--- config.mk ---
export PLATFORM = sky130hd
export DESIGN_NAME = memory_arbiter_flat
export DESIGN_NICKNAME = d
export VERILOG_FILES = /design/src/rtl/memory_arbiter_if.sv /design/src/rtl/memory_arbiter.sv /design/src/flat_wrapper.sv
export SDC_FILE = /design/constraint.sdc
export NUM_CORES = 1
export LEC_CHECK = 0
export ABC_AREA = 1
export CAP_MARGIN = 20
export CORE_MARGIN = 2
export CORE_UTILIZATION = 40
export DETAILED_ROUTE_END_ITERATION = 10
export PLACE_DENSITY = 0.86
export SYNTH_ARGS = -nofsm -noshare
export SYNTH_HDL_FRONTEND = slang
export SYNTH_SLANG_ARGS = --single-unit
--- constraint.sdc ---
create_clock -name CLK -period 3.3 [get_ports CLK]
set_input_delay 0.495 -clock CLK [delete_from_list [all_inputs] [get_ports CLK]]
set_output_delay 0.495 -clock CLK [all_outputs]
set_load 0.05 [all_outputs]
--- src/rtl/memory_arbiter_if.sv ---
// Instruction, data and RAM-side signals shared by the arbiter and its environment.
// The arbiter connects through 'master'; the requesters and RAM model use 'slave'.
interface memory_arbiter_if;
  logic        iREN;
  logic [31:0] iaddr;
  logic [31:0] iload;
  logic        ihit;
  logic        dREN;
  logic        dWEN;
  logic [31:0] daddr;
  logic [31:0] dstore;
  logic [31:0] dload;
  logic        dhit;
  logic        ramREN;
  logic        ramWEN;
  logic [31:0] ramaddr;
  logic [31:0] ramstore;
  logic [31:0] ramload;
  logic [1:0]  ramstate;
  logic        memerr;

  modport master (
    input  iREN, iaddr, dREN, dWEN, daddr, dstore, ramload, ramstate,
    output iload, ihit, dload, dhit, ramREN, ramWEN, ramaddr, ramstore, memerr
  );

  modport slave (
    output iREN, iaddr, dREN, dWEN, daddr, dstore, ramload, ramstate,
    input  iload, ihit, dload, dhit, ramREN, ramWEN, ramaddr, ramstore, memerr
  );
endinterface

--- src/rtl/memory_arbiter.sv ---
// Two-requester (instruction/data) arbiter in front of a single-ported RAM.
// One transaction at a time; request fields are latched at grant time.
module memory_arbiter #(
  parameter int unsigned ANTI_STARVE = 1
) (
  input logic              CLK,
  input logic              nRST,
  memory_arbiter_if.master bus
);

  localparam logic [1:0] IDLE   = 2'd0;
  localparam logic [1:0] IGRANT = 2'd1;
  localparam logic [1:0] DGRANT = 2'd2;

  localparam logic [1:0] RS_ACCESS = 2'd2;
  localparam logic [1:0] RS_ERROR  = 2'd3;

  typedef struct packed {
    logic [31:0] addr;
    logic [31:0] data;
    logic        wen;
    logic        ren;
  } txn_t;

  logic [1:0] state, state_nxt, pick;
  txn_t       txn;
  logic       starve, memerr_q;
  logic       d_req, in_i, in_d, live, acc, err;

  assign d_req = bus.dREN | bus.dWEN;
  assign in_i  = (state == IGRANT);
  assign in_d  = (state == DGRANT);
  // A grant is only live while its requester still holds the request; dropping it aborts.
  assign live  = (in_i & bus.iREN) | (in_d & d_req);
  assign acc   = live & (bus.ramstate == RS_ACCESS);
  assign err   = live & (bus.ramstate == RS_ERROR);

  always_comb begin
    pick = IDLE;
    if (starve && bus.iREN) pick = IGRANT;
    else if (d_req)         pick = DGRANT;
    else if (bus.iREN)      pick = IGRANT;
  end

  always_comb begin
    state_nxt = state;
    case (state)
      IDLE:           state_nxt = pick;
      IGRANT, DGRANT: if (!live || acc || err) state_nxt = IDLE;
      default:        state_nxt = IDLE;
    endcase
  end

  always_ff @(posedge CLK or negedge nRST) begin
    if (!nRST) begin
      state    <= IDLE;
      txn      <= '0;
      starve   <= 1'b0;
      memerr_q <= 1'b0;
    end else begin
      state <= state_nxt;
      if (state == IDLE && pick == DGRANT)
        txn <= '{addr: bus.daddr, data: bus.dstore, wen: bus.dWEN, ren: bus.dREN & ~bus.dWEN};
      else if (state == IDLE && pick == IGRANT)
        txn <= '{addr: bus.iaddr, data: 32'h0, wen: 1'b0, ren: 1'b1};
      if (state == IDLE && pick == IGRANT)
        starve <= 1'b0;
      else if (ANTI_STARVE != 0 && in_d && acc)
        starve <= 1'b1;
      if (err) memerr_q <= 1'b1;
    end
  end

  assign bus.ramREN   = live & txn.ren;
  assign bus.ramWEN   = live & txn.wen;
  assign bus.ramaddr  = live ? txn.addr : 32'h0;
  assign bus.ramstore = live ? txn.data : 32'h0;
  assign bus.ihit     = in_i & acc;
  assign bus.dhit     = in_d & acc;
  assign bus.iload    = (in_i & acc) ? bus.ramload : 32'h0;
  assign bus.dload    = (in_d & acc & txn.ren) ? bus.ramload : 32'h0;
  assign bus.memerr   = memerr_q;

endmodule

--- src/flat_wrapper.sv ---
// flat-port wrapper written by rule: the top's interface ports become plain ports
module memory_arbiter_flat 
#(
  parameter int unsigned ANTI_STARVE = 1
)
  (CLK, nRST, bus_iREN, bus_iaddr, bus_dREN, bus_dWEN, bus_daddr, bus_dstore, bus_ramload, bus_ramstate, bus_iload, bus_ihit, bus_dload, bus_dhit, bus_ramREN, bus_ramWEN, bus_ramaddr, bus_ramstore, bus_memerr);
  memory_arbiter_if bus_i ();
  input logic CLK;
  input logic nRST;
  input wire logic [$bits(bus_i.iREN)-1:0] bus_iREN;
  input wire logic [$bits(bus_i.iaddr)-1:0] bus_iaddr;
  input wire logic [$bits(bus_i.dREN)-1:0] bus_dREN;
  input wire logic [$bits(bus_i.dWEN)-1:0] bus_dWEN;
  input wire logic [$bits(bus_i.daddr)-1:0] bus_daddr;
  input wire logic [$bits(bus_i.dstore)-1:0] bus_dstore;
  input wire logic [$bits(bus_i.ramload)-1:0] bus_ramload;
  input wire logic [$bits(bus_i.ramstate)-1:0] bus_ramstate;
  output wire logic [$bits(bus_i.iload)-1:0] bus_iload;
  output wire logic [$bits(bus_i.ihit)-1:0] bus_ihit;
  output wire logic [$bits(bus_i.dload)-1:0] bus_dload;
  output wire logic [$bits(bus_i.dhit)-1:0] bus_dhit;
  output wire logic [$bits(bus_i.ramREN)-1:0] bus_ramREN;
  output wire logic [$bits(bus_i.ramWEN)-1:0] bus_ramWEN;
  output wire logic [$bits(bus_i.ramaddr)-1:0] bus_ramaddr;
  output wire logic [$bits(bus_i.ramstore)-1:0] bus_ramstore;
  output wire logic [$bits(bus_i.memerr)-1:0] bus_memerr;
  assign bus_i.iREN = bus_iREN;
  assign bus_i.iaddr = bus_iaddr;
  assign bus_i.dREN = bus_dREN;
  assign bus_i.dWEN = bus_dWEN;
  assign bus_i.daddr = bus_daddr;
  assign bus_i.dstore = bus_dstore;
  assign bus_i.ramload = bus_ramload;
  assign bus_i.ramstate = bus_ramstate;
  assign bus_iload = bus_i.iload;
  assign bus_ihit = bus_i.ihit;
  assign bus_dload = bus_i.dload;
  assign bus_dhit = bus_i.dhit;
  assign bus_ramREN = bus_i.ramREN;
  assign bus_ramWEN = bus_i.ramWEN;
  assign bus_ramaddr = bus_i.ramaddr;
  assign bus_ramstore = bus_i.ramstore;
  assign bus_memerr = bus_i.memerr;
  memory_arbiter #(.ANTI_STARVE(ANTI_STARVE)) u_core (.CLK(CLK), .nRST(nRST), .bus(bus_i));
endmodule
; ---- Yosys cells after proc, flatten, opt, wreduce, memory -nomap -nowiden
; Index checks and enable logic that the tools add are counted.
[op_classes]
shift = 0
multipliers = 0
magnitude_cmp = 0
n_reduce_logical = 11
n_addsub = 0
div_mod_pow = 0
bitwise = 13
eq_ne = 7
mux = 13
[op_table]
columns = operator, n
row1 = $mux W66, 2
row2 = $mux W32, 4
row3 = $and A1 B1 Y1, 10
row4 = $eq A2 B2 Y1 const B, 4
row5 = $mux W2, 3
row6 = $eq A2 B1 Y1 const B, 2
row7 = $logic_and A1 B1 Y1, 4
row8 = $pmux W2 S2, 1
row9 = $reduce_bool A2 Y1, 2
row10 = $mux W1, 3
row11 = $logic_not A2 Y1, 1
row12 = $logic_or A1 B1 Y1, 2
row13 = $ne A2 B1 Y1 const B, 1
row14 = $or A1 B1 Y1, 2
row15 = $reduce_or A2 Y1, 1
row16 = $logic_not A1 Y1, 1
row17 = $not A1 Y1, 1
[totals]
latchBits = 0
mem_bits_rw = 0
word_cells = 51
in_bits = 135
n_memories = 0
romBits = 0
regBits = 70

; ---- Longest topological paths before layout
[depth]
word_depth = 8
ltp_mapped = 9

; ---- Worst setup path after synthesis
; No wires, ideal clock.
[synth_timing]
path_type = register to output
startpoint = register u_core.state[0]
endpoint = output port bus_ramaddr[10]
path_buffers = 2
slack_ps = 986
path_stages_with_launch = 9
arrival_time_ps = 1819
t_required_ps = 2805
path_cell_list = dfrtp_1 > inv_1 > ha_1 > o21ai_1 > nand2_2 > inv_2 > buf_2 > buf_4 > nor2_1
[synth_between]
elab_chain_cells = 4
[synth_lines]
columns = element, line_no
row1 = from (decl), memory_arbiter.sv:25  ; logic [1:0] state, state_nxt, pick;
row2 = from (signal assigned), memory_arbiter.sv:61  ; state <= state_nxt;
row3 = $eq A2 B1 Y1 or $eq A2 B2 Y1 (tied branches), "memory_arbiter.sv:31, memory_arbiter.sv:32"
row4 = $and A1 B1 Y1, memory_arbiter.sv:34  ; assign live = (in_i & bus.iREN) | (in_d & d_req);
row5 = $or A1 B1 Y1 (*), memory_arbiter.sv:34
row6 = $mux W32 (*), memory_arbiter.sv:76  ; assign bus.ramaddr = live ? txn.addr : 32'h0;
row7 = to (decl), flat_wrapper.sv:24  ; output wire logic [$bits(bus_i.ramaddr)-1:0] bus_ramaddr;
; Mark *: on every way between the ends. The rest lies on a longest branch, timed or not.

; ---- Final worst setup path
[layout_timing]
startpoint = register u_core.state[0]
endpoint = output port bus_dhit
[layout_between]
elab_chain_cells = 5
[layout_lines]
columns = element, line_no
row1 = $eq A2 B1 Y1 or $eq A2 B2 Y1 (tied branches), "memory_arbiter.sv:31, memory_arbiter.sv:32"
row2 = $and A1 B1 Y1, memory_arbiter.sv:34
row3 = $or A1 B1 Y1, memory_arbiter.sv:34
row4 = $and A1 B1 Y1, memory_arbiter.sv:35  ; assign acc = live & (bus.ramstate == RS_ACCESS);
row5 = $and A1 B1 Y1 (*), memory_arbiter.sv:79  ; assign bus.dhit = in_d & acc;
row6 = to (decl), flat_wrapper.sv:21  ; output wire logic [$bits(bus_i.dhit)-1:0] bus_dhit;
; Marked as above.

==> flow_metrics.tcl <==
set metrics [dict create \
    status "complete, no violations" \
    rows 37 \
    crit_path_max_fanout 7 \
    syn_area_mm2 0.004275 \
    root_buffer "clkbuf_8" \
    cts_setup_buffers 0 \
    max_freq_ghz 0.3608 \
    synth_edf_count 0 \
    p_per_area_mw_per_mm2 739.0 \
    yosys_most_used_dff "dfrtp_1" \
    via_per_inst 4.615 \
    cts_tree "built" \
    drtAntennaViolNets 0 \
    die_area_mm2 0.01153 \
    required_ns 2.80 \
    dr_total_vias 4887 \
    grt_pass1_wl_um 23820 \
    cp_top_family "buffers and inverters" \
    cp_num_cells 7 \
    tns_ns 0 \
    hold_violations 0 \
    yosys_register_bits 70 \
    cp.arrival_ns 2.28 \
    totalWireLength_um 15150 \
    clock-sinks 70 \
    r2r-end "u_core.txn[36]" \
    rr_startpoint "u_core.state[0]" \
    synthArstFlopShare_pct 100.0 \
    drt_pre_antenna_iters 4 \
    clock_path_buffers 2 \
    dp_hpwl_um 11950 \
    maxSlewViolCount 0 \
    finalClockSkew_ns 0.01551 \
    hold_buffers 0 \
    crit_path_cell_trace "inv_1 -> ha_1 -> o21ai_1 -> nand2_2 -> nand3_1 -> inv_1 -> clkdlybuf4s50_1" \
    syn_nets 803 \
    crit_top_cell "inv_1" \
    grt_antenna_before_repair 1 \
    slowest_stage "clkdlybuf4s50_1" \
    numCtsBuffers 9 \
    place_ws_ns 0.5623 \
    synthCells 665 \
    ys_warn_count 0 \
    drive_gt1_share_pct 17.90 \
    portBuffers 267 \
    core-area_mm2 0.01037 \
    peakVddDrop_uv 466.3 \
    finalNetCount 1055 \
    critPathLaunchType "flop" \
    seq_area_frac_synth_pct 40.97 \
    rsz0062_at_grt "no" \
    grt.total_usage_pct 26.47 \
    path_clk_slew_ns 0.08 \
    crit_type "reg2out" \
    r2r_slack_ns 1.36 \
    grt_pass1_vias 4718 \
    ios 268 \
    start_util_pct 41.23 \
    critPathMaxStageDelay_ns 0.79 \
    hp-class "in2async" \
    wl_per_cell_um 14.31 \
    die_height_um 107.4 \
    area_growth_pct 80.83 \
    period_share_pct 83.99 \
    worstMarginPinSlew_ns 0.6565 \
    drt_iter0_markers 287 \
    path_buf_inv 3 \
    maxCapViolations 0 \
    h-tree-depth 3 \
    p_leak_nw 4.149 \
    syn_avg_cell_area_um2 6.429 \
    cts_resized 0 \
    drc_errors 0 \
    grt_max_degree 67 \
    clk_latency_ns 0.34 \
    min_period_ns 2.772 \
    ys_types 22 \
    gr-total-overflow 0 \
    gp_congestion 0.9077 \
    setup_violations 0 \
    die-width_um 107.4 \
    reg2reg_depth 8 \
    setup_slack_ns 0.5282 \
    end_kind "primary output" \
    slew_headroom_pct 56.23 \
]
[cell usage after synthesis, types with 3 or more instances]
library cell | count | area share [%]
buf_2 | 19 | 2.2
buf_4 | 7 | 1.2
buf_6 | 6 | 1.6
clkbuf_1 | 5 | 0.44
dfrtp_1 | 70 | 41
ha_1 | 3 | 0.88
inv_1 | 171 | 15
nand2_1 | 139 | 12
nand3_1 | 67 | 7.8
nand4_1 | 3 | 0.44
nor2_1 | 133 | 12
o21ai_0 | 12 | 1.4
o21ai_1 | 21 | 2.5
[cell usage in the layout, fill, tap and decap left out]
master,n
clkinv_4,2
clkdlybuf4s50_1,135
dfrtp_1,70
diode_2,1
clkbuf_1,1
nand2_1,138
nand3_2,1
bufinv_16,2
inv_6,1
o21ai_1,21
ha_1,3
buf_2,1
nor2_2,1
clkbuf_8,9
nand2_2,2
nor2_4,1
clkinvlp_4,1
nor2_1,132
inv_2,1
o21bai_1,1
inv_1,171
o21ai_0,12
a21oi_1,1
o22ai_1,1
buf_4,73
o21bai_4,1
nand3_1,67
a31oi_1,1
buf_12,69
nand4_1,3
[worst max-delay path by stage]
stage / from / to / slack (ns)
finish: u_core.state[0] / bus_dhit / 0.53
global route: u_core.state[0] / bus_dhit / 0.39
CTS: u_core.state[0] / bus_dhit / 0.52
detailed placement: bus_dREN / bus_dhit / 0.56
global placement: bus_dREN / bus_ramaddr[22] / 0.59
floorplan: u_core.state[0] / bus_ramaddr[10] / 0.99
[sequential cells by signal (all words and copies together), names as in the netlist]
name and cells:
u_core.txn 66, u_core.bus.memerr 1, u_core.state 2, u_core.starve 1
[report_power, final]
part | leakage (nW) | internal [W] | switching (W)
Clock | 0.107 | 0.000431 | 0.000333
Combinational | 3.19 | 0.00111 | 0.00239
Sequential | 0.855 | 0.00128 | 0.000171
Total | 4.15 | 0.00282 | 0.00290
[cell families after synthesis]
| group | share of synthesized area, % |
|---|---|
| fa+ha+maj | 0.8781 |
| flops | 40.97 |
| compound gates | 4.888 |
| buf+inv | 20.57 |
| simple gates | 32.69 |
[layer usage]
layer | GRT usage (%) | wire [µm] | vias up | part of all wire (%)
li1 | - | - | 2421 | -
met1 | 28.34 | 5291 | 2195 | 35
met2 | 47.33 | 7849 | 231 | 52
met3 | 7.385 | 1281 | 40 | 8.5
met4 | 13.74 | 728 | 0 | 4.8
met5 | 0 | 0 | - | 0
[through the flow]
stage / power, W / area (µm²) / utilization (%) / std cells / hold WS (ns)
5_1_grt: 0.006127 / 7731 / 74.55 / 1059 / 0.1566
4_1_cts: 0.005751 / 7729 / 74.53 / 1058 / 0.1299
2_1_floorplan: 0.003918 / 4275 / - / 665 / 0.1994
3_5_place_dp: 0.004970 / 7507 / 72.39 / 1042 / 0.4698
6_report: 0.005713 / 7731 / 74.55 / 1059 / 0.1304
3_3_place_gp: 0.004897 / 7507 / 72.39 / 1042 / 0.4628
[layout make-up]
| type | instances | area, µm² |
|---|---|---|
| inverter | 172 | 645.6 |
| timing repair buffer | 278 | 3286 |
| clock buffer | 10 | 127.6 |
| sequential | 70 | 1752 |
| multi-input combinational | 386 | 1654 |
| fill | 771 | 2639 |
| clock inverter | 6 | 93.84 |
| tap | 136 | 170.2 |
| antenna | 1 | 2.502 |
Power figures use the tool's default switching activity.
